--- src/rtl/bsg_nasti_master_req_pipe.sv ---
// Request-side NASTI master: splits one header/beat stream onto registered AR, AW and W slots.
// Optional BSG_NASTI_MASTER_REQ_BRESP_CHECK_EN flags non-OKAY write responses in error_o.
module bsg_nasti_master_req_pipe #(
   parameter int unsigned addr_width_p = 32,
   parameter int unsigned data_width_p = 64,
   parameter int unsigned id_width_p   = 5,
   parameter int unsigned burst_len_p  = 8,
   parameter int unsigned max_wr_out_p = 4,
   parameter int unsigned req_width_p  = 65
) (
   input  logic                      clk_i,
   input  logic                      reset_i,
   input  logic                      req_valid_i,
   input  logic [req_width_p-1:0]    req_data_i,
   output logic                      req_yumi_o,
   output logic                      nasti_ar_valid_o,
   input  logic                      nasti_ar_ready_i,
   output logic [id_width_p-1:0]     nasti_ar_id_o,
   output logic [addr_width_p-1:0]   nasti_ar_addr_o,
   output logic                      nasti_aw_valid_o,
   input  logic                      nasti_aw_ready_i,
   output logic [id_width_p-1:0]     nasti_aw_id_o,
   output logic [addr_width_p-1:0]   nasti_aw_addr_o,
   output logic [7:0]                nasti_ax_len_o,
   output logic [2:0]                nasti_ax_size_o,
   output logic [1:0]                nasti_ax_burst_o,
   output logic [3:0]                nasti_ax_cache_o,
   output logic                      nasti_w_valid_o,
   input  logic                      nasti_w_ready_i,
   output logic [data_width_p-1:0]   nasti_w_data_o,
   output logic [data_width_p/8-1:0] nasti_w_strb_o,
   output logic                      nasti_w_last_o,
   input  logic                      nasti_b_valid_i,
   input  logic [1:0]                nasti_b_resp_i,
   output logic                      nasti_b_ready_o,
   output logic [3:0]                wr_out_cnt_o,
   output logic                      error_o
);

   localparam int unsigned strb_width_lp = data_width_p / 8;
   localparam logic [7:0]  last_idx_lp   = 8'(burst_len_p - 1);

   typedef enum logic {e_hdr, e_data} state_e;

   state_e                  state_r;
   logic [7:0]              beat_r;
   logic [3:0]              wr_out_r;
   logic                    ar_v_r, aw_v_r, w_v_r, w_last_r, error_r;
   logic [id_width_p-1:0]   ar_id_r, aw_id_r;
   logic [addr_width_p-1:0] ar_addr_r, aw_addr_r;
   logic [data_width_p-1:0] w_data_r;

   logic                    hdr_rw, beat_last_in, beat_last;
   logic [id_width_p-1:0]   hdr_id;
   logic [addr_width_p-1:0] hdr_addr;
   logic                    ar_fire, aw_fire, w_fire, b_fire;
   logic                    ar_free, aw_free, w_free, wr_room;
   logic                    yumi_c, rd_hdr_acc, wr_hdr_acc, beat_acc, bresp_err;

   assign hdr_rw       = req_data_i[0];
   assign beat_last_in = req_data_i[0];
   assign hdr_id       = req_data_i[id_width_p:1];
   assign hdr_addr     = req_data_i[id_width_p+addr_width_p:id_width_p+1];
   assign beat_last    = (beat_r == last_idx_lp);

   assign ar_fire = ar_v_r & nasti_ar_ready_i;
   assign aw_fire = aw_v_r & nasti_aw_ready_i;
   assign w_fire  = w_v_r  & nasti_w_ready_i;
   assign b_fire  = nasti_b_valid_i;

   assign ar_free = ~ar_v_r | nasti_ar_ready_i;
   assign aw_free = ~aw_v_r | nasti_aw_ready_i;
   assign w_free  = ~w_v_r  | nasti_w_ready_i;
   // A write still sitting in the AW slot counts toward the outstanding limit.
   assign wr_room = ({1'b0, wr_out_r} + 5'(aw_v_r)) < 5'(max_wr_out_p);

`ifdef BSG_NASTI_MASTER_REQ_BRESP_CHECK_EN
   assign bresp_err = b_fire & (nasti_b_resp_i != 2'b00);
`else
   // Response code is ignored; x & ~x keeps the port read while evaluating to 0.
   assign bresp_err = b_fire & (&{nasti_b_resp_i, ~nasti_b_resp_i});
`endif

   always_comb begin
      yumi_c = 1'b0;
      if (req_valid_i && !reset_i) begin
         if (state_r == e_data) yumi_c = w_free;
         else if (hdr_rw)       yumi_c = aw_free & wr_room;
         else                   yumi_c = ar_free;
      end
   end

   assign rd_hdr_acc = yumi_c & (state_r == e_hdr) & ~hdr_rw;
   assign wr_hdr_acc = yumi_c & (state_r == e_hdr) &  hdr_rw;
   assign beat_acc   = yumi_c & (state_r == e_data);

   always_ff @(posedge clk_i or posedge reset_i) begin
      if (reset_i) begin
         state_r   <= e_hdr;
         beat_r    <= '0;
         wr_out_r  <= '0;
         ar_v_r    <= 1'b0;
         aw_v_r    <= 1'b0;
         w_v_r     <= 1'b0;
         w_last_r  <= 1'b0;
         error_r   <= 1'b0;
         ar_id_r   <= '0;
         aw_id_r   <= '0;
         ar_addr_r <= '0;
         aw_addr_r <= '0;
         w_data_r  <= '0;
      end else begin
         if (ar_fire) ar_v_r <= 1'b0;
         if (rd_hdr_acc) begin
            ar_v_r    <= 1'b1;
            ar_id_r   <= hdr_id;
            ar_addr_r <= hdr_addr;
         end
         if (aw_fire) aw_v_r <= 1'b0;
         if (wr_hdr_acc) begin
            aw_v_r    <= 1'b1;
            aw_id_r   <= hdr_id;
            aw_addr_r <= hdr_addr;
            state_r   <= e_data;
            beat_r    <= '0;
         end
         if (w_fire) w_v_r <= 1'b0;
         // Burst length follows the counter; the input last bit is only cross-checked.
         if (beat_acc) begin
            w_v_r    <= 1'b1;
            w_data_r <= req_data_i[data_width_p:1];
            w_last_r <= beat_last;
            beat_r   <= beat_r + 8'd1;
            if (beat_last) state_r <= e_hdr;
         end
         if (aw_fire && !b_fire)
            wr_out_r <= wr_out_r + 4'd1;
         else if (b_fire && !aw_fire && wr_out_r != 4'd0)
            wr_out_r <= wr_out_r - 4'd1;
         if ((beat_acc && (beat_last_in != beat_last)) ||
             (b_fire && wr_out_r == 4'd0) || bresp_err)
            error_r <= 1'b1;
      end
   end

   assign req_yumi_o       = yumi_c;
   assign nasti_ar_valid_o = ar_v_r;
   assign nasti_ar_id_o    = ar_id_r;
   assign nasti_ar_addr_o  = ar_addr_r;
   assign nasti_aw_valid_o = aw_v_r;
   assign nasti_aw_id_o    = aw_id_r;
   assign nasti_aw_addr_o  = aw_addr_r;
   assign nasti_ax_len_o   = last_idx_lp;
   assign nasti_ax_size_o  = 3'($clog2(strb_width_lp));
   assign nasti_ax_burst_o = 2'b01;
   assign nasti_ax_cache_o = 4'd3;
   assign nasti_w_valid_o  = w_v_r;
   assign nasti_w_data_o   = w_data_r;
   assign nasti_w_strb_o   = '1;
   assign nasti_w_last_o   = w_last_r;
   assign nasti_b_ready_o  = 1'b1;
   assign wr_out_cnt_o     = wr_out_r;
   assign error_o          = error_r;

endmodule

--- config.mk ---
export PLATFORM = sky130hd
export DESIGN_NAME = bsg_nasti_master_req_pipe
export DESIGN_NICKNAME = d
export VERILOG_FILES = /design/src/rtl/bsg_nasti_master_req_pipe.sv
export SDC_FILE = /design/constraint.sdc
export NUM_CORES = 1
export LEC_CHECK = 0
export CAP_MARGIN = 20
export CORE_AREA = 8 8 130 132
export DETAILED_ROUTE_END_ITERATION = 10
export DIE_AREA = 0 0 138 140
export PLACE_DENSITY = 0.88
export SYNTH_ARGS = -nofsm -noshare
export SYNTH_HDL_FRONTEND = slang
export SYNTH_SLANG_ARGS = --single-unit
--- constraint.sdc ---
create_clock -name clk_i -period 6.11 [get_ports clk_i]
set_input_delay 1.5275 -clock clk_i [delete_from_list [all_inputs] [get_ports clk_i]]
set_output_delay 1.5275 -clock clk_i [all_outputs]
set_load 0.01 [all_outputs]
==> results.tsv <==
stage	metric	value	unit
synth	synth_xor_area_share	0.690	%
critical_path	reg2reg_slack	3.81	ns
clock_network	worstSkewPairLatency	0.41	ns
timing	fin_skew	0.00874	ns
synth	async_reset_ff_share	100	%
route	drtIter0Drc	213	
timing	setup_viol	0	
critical_path	end_kind	primary output	
die	ioPinCount	248	
route	met3_wirelength	1740	um
route	vias	4687	
clock_network	post_cts_buffers	0	
global_routing	grt_pass1_wl	27800	um
critical_path	cp_data_arrival_time	3.47	ns
timing	max_slew_margin	29.3	%
timing	fin_crit_sh	81.8	%
synth	syn_area_per_cell	11.4	sq um
min_path	hp-class	reg2reg	
synth	synth_simple_gate_area_share	14.8	%
clock_network	clockBufferDepth	2	
synth	synth.top_cell.area_share	61.5	%
finish	utilization	61.9	%
die	core-area	14900	sq um
route	drtPass1Iterations	4	
synth	ys_top_cells_by_area	dfrtp_1, mux2_2, nand2_1	
critical_path	startpoint_type	input port	
timing	worst_slack	1.11	ns
die	start_util	42.7	%
clock_network	htree_levels	4	
synth	ys_warn_count	0	
placed_design	post-place-cells	943	
die	die_w	138	um
pwr	p_per_area	503	nW/um^2
timing	rsz0062_at_grt	false	
finish	layout.nets	853	
pwr	peakVddDrop	0.000287	V
timing	final-hold-violation-count	0	
synth	yosysTopAreaCell	dfrtp_1	
clock_network	cts_resized	0	
clock_network	clk_pin_slew	0.06	ns
finish	layout-drive-gt1-share	14.6	%
finish	area_growth_syn_to_layout	44.9	%
die	dieArea	19300	sq um
route	vias_per_cell	4.81	
timing	finalCriticalPeriod	5.00	ns
global_routing	antenna_found_initial	0	
finish	fillers	1192	
route	final_antenna_net_count	0	
timing	tightest_slew	1.06	ns
placed_design	post-place-ws	1.12	ns
finish	design_area	9200	sq um
die	die_height	140	um
timing	worst_hold_slack	0.472	ns
timing	tns	0	ns
synth	synth_seq_cells	156	
synth	synthAdderAreaFrac	0.907	%
critical_path	required	4.58	ns
timing	fmax	200	MHz
critical_path	critPathKind	in2out	
synth	synth_top_family_by_area	simple AND/OR/NAND/NOR gates	
clock_network	holdBufCountCts	0	
run_status	status	finished clean	
route	met1Wirelength	6550	um
route	routedWlPerCell	17.4	um
global_routing	overflow	0	
clock_network	clock-sinks	156	
global_routing	grt_max_degree	122	
synth	ys_types	40	
placed_design	gp_congestion	0.761	
synth	ys_seq_area_share	61.5	%
synth	synth_area	6350	sq um
global_routing	grt_pass1_vias	5007	
pwr	p_leak	4.29	nW
clock_network	cts_tree	yes	
placed_design	io_buffers	219	
route	drc	0	
placed_design	dp_hpwl	11900	um
synth	synth.most_common_cell	nand2_1	
critical_path	path_max_fanout	3	
clock_network	cts_buffers	17	
synth	synth_edf_count	0	
synth	netlist_instances	558	
synth	synth_commonest_cells	nand2_1, dfrtp_1, mux2_2, buf_4, clkbuf_1	
synth	synthFlopType	dfrtp_1	
pwr	power	4.63	mW
synth	synth_compound_area_share	3.13	%
global_routing	grtUsageTotal	17.7	%
finish	n_antenna_cell	0	
run	cap_violations	0	
finish	fin_cells	975	
timing	report.final.slew_viol_count	0	
synth	synthMuxAreaShare	13.5	%
route	routed_wl	17000	um
die	row_count	45	
route	dr_wl_met2	8490	um
placed_design	place_area	8590	sq um
clock_network	clk_root_buffer_cell	clkbuf_16	
route	highest_layer	met4	
sequential cells by signal (all words and copies together) (netlist names):
name / flops
error_o: 1
nasti_w_last_o: 1
nasti_aw_addr_o: 32
wr_out_cnt_o: 4
nasti_aw_valid_o: 1
nasti_ar_addr_o: 32
nasti_w_valid_o: 1
nasti_ar_id_o: 5
beat_r: 8
state_r: 1
nasti_aw_id_o: 5
nasti_ar_valid_o: 1
nasti_w_data_o: 64
cell usage in the layout, fill, tap and decap left out, types with 2 or more instances in the layout:
cell	instances
clkbuf_16	17
nor3_1	3
nor2_1	6
clkinvlp_4	2
conb_1	26
clkinv_2	5
a22o_1	2
nand2b_1	2
and3_1	3
and2_1	2
a21oi_1	6
xor2_1	2
nand3_1	7
inv_1	5
clkbuf_1	2
and3_2	2
nand2_1	198
o21ai_0	7
a21o_1	4
a211o_1	2
xnor2_1	3
ha_1	3
mux2_1	3
clkdlybuf4s50_1	219
bufinv_16	3
dfrtp_1	156
mux2_2	72
buf_4	4
inv_6	2
metal layers:
metal | vias to the layer above | GRT usage [%]
li1 | 2200 | -
met2 | 180 | 29.6
met5 | - | 0
met1 | 2293 | 19.2
met4 | 0 | 5.95
met3 | 14 | 8.89
critical path: stages:
cell	delay, ns
clkdlybuf4s50_1	0.53
or3b_4	0.41
a21oi_1	0.24
nor3_1	0.07
nor2_1	0.13
clkdlybuf4s50_1	0.56
where the power goes:
| part | total [mW] | internal [mW] | switching (mW) |
|---|---|---|---|
| Clock | 1.05 | 0.638 | 0.408 |
| Sequential | 1.74 | 1.48 | 0.263 |
| Combinational | 1.84 | 1.07 | 0.764 |
| Total | 4.63 | 3.19 | 1.43 |
cells by family after synthesis:
kind of cell	count (synthesis)
flops	156
buf+inv	56
mux	76
compound gates	27
simple gates	232
other cells	2
fa+ha+maj	4
xor+xnor	5
worst paths after layout:
check,end,from,cells after the start
worst max-delay path,req_yumi_o,req_data_i[0],6
worst min-delay path,nasti_w_data_o[37],nasti_w_data_o[37],2
worst max register to register,beat_r[5],wr_out_cnt_o[2],5
max in group asynchronous,nasti_w_data_o[35],reset_i,4
min in group asynchronous,wr_out_cnt_o[3],reset_i,2
worst min register to register,nasti_w_data_o[37],nasti_w_data_o[37],2
area by class of cell:
class / count / area (sq um) / share of cell area [%]
clock buffer: 19 / 433 / 4.71
timing repair buffer: 224 / 2250 / 24.5
inverter: 6 / 27.5 / 0.299
sequential: 156 / 3900 / 42.5
clock inverter: 12 / 148 / 1.61
multi-input combinational: 370 / 2200 / 23.9
tap: 188 / 235 / 2.56
Note: power is estimated with default switching activity, not from simulation.
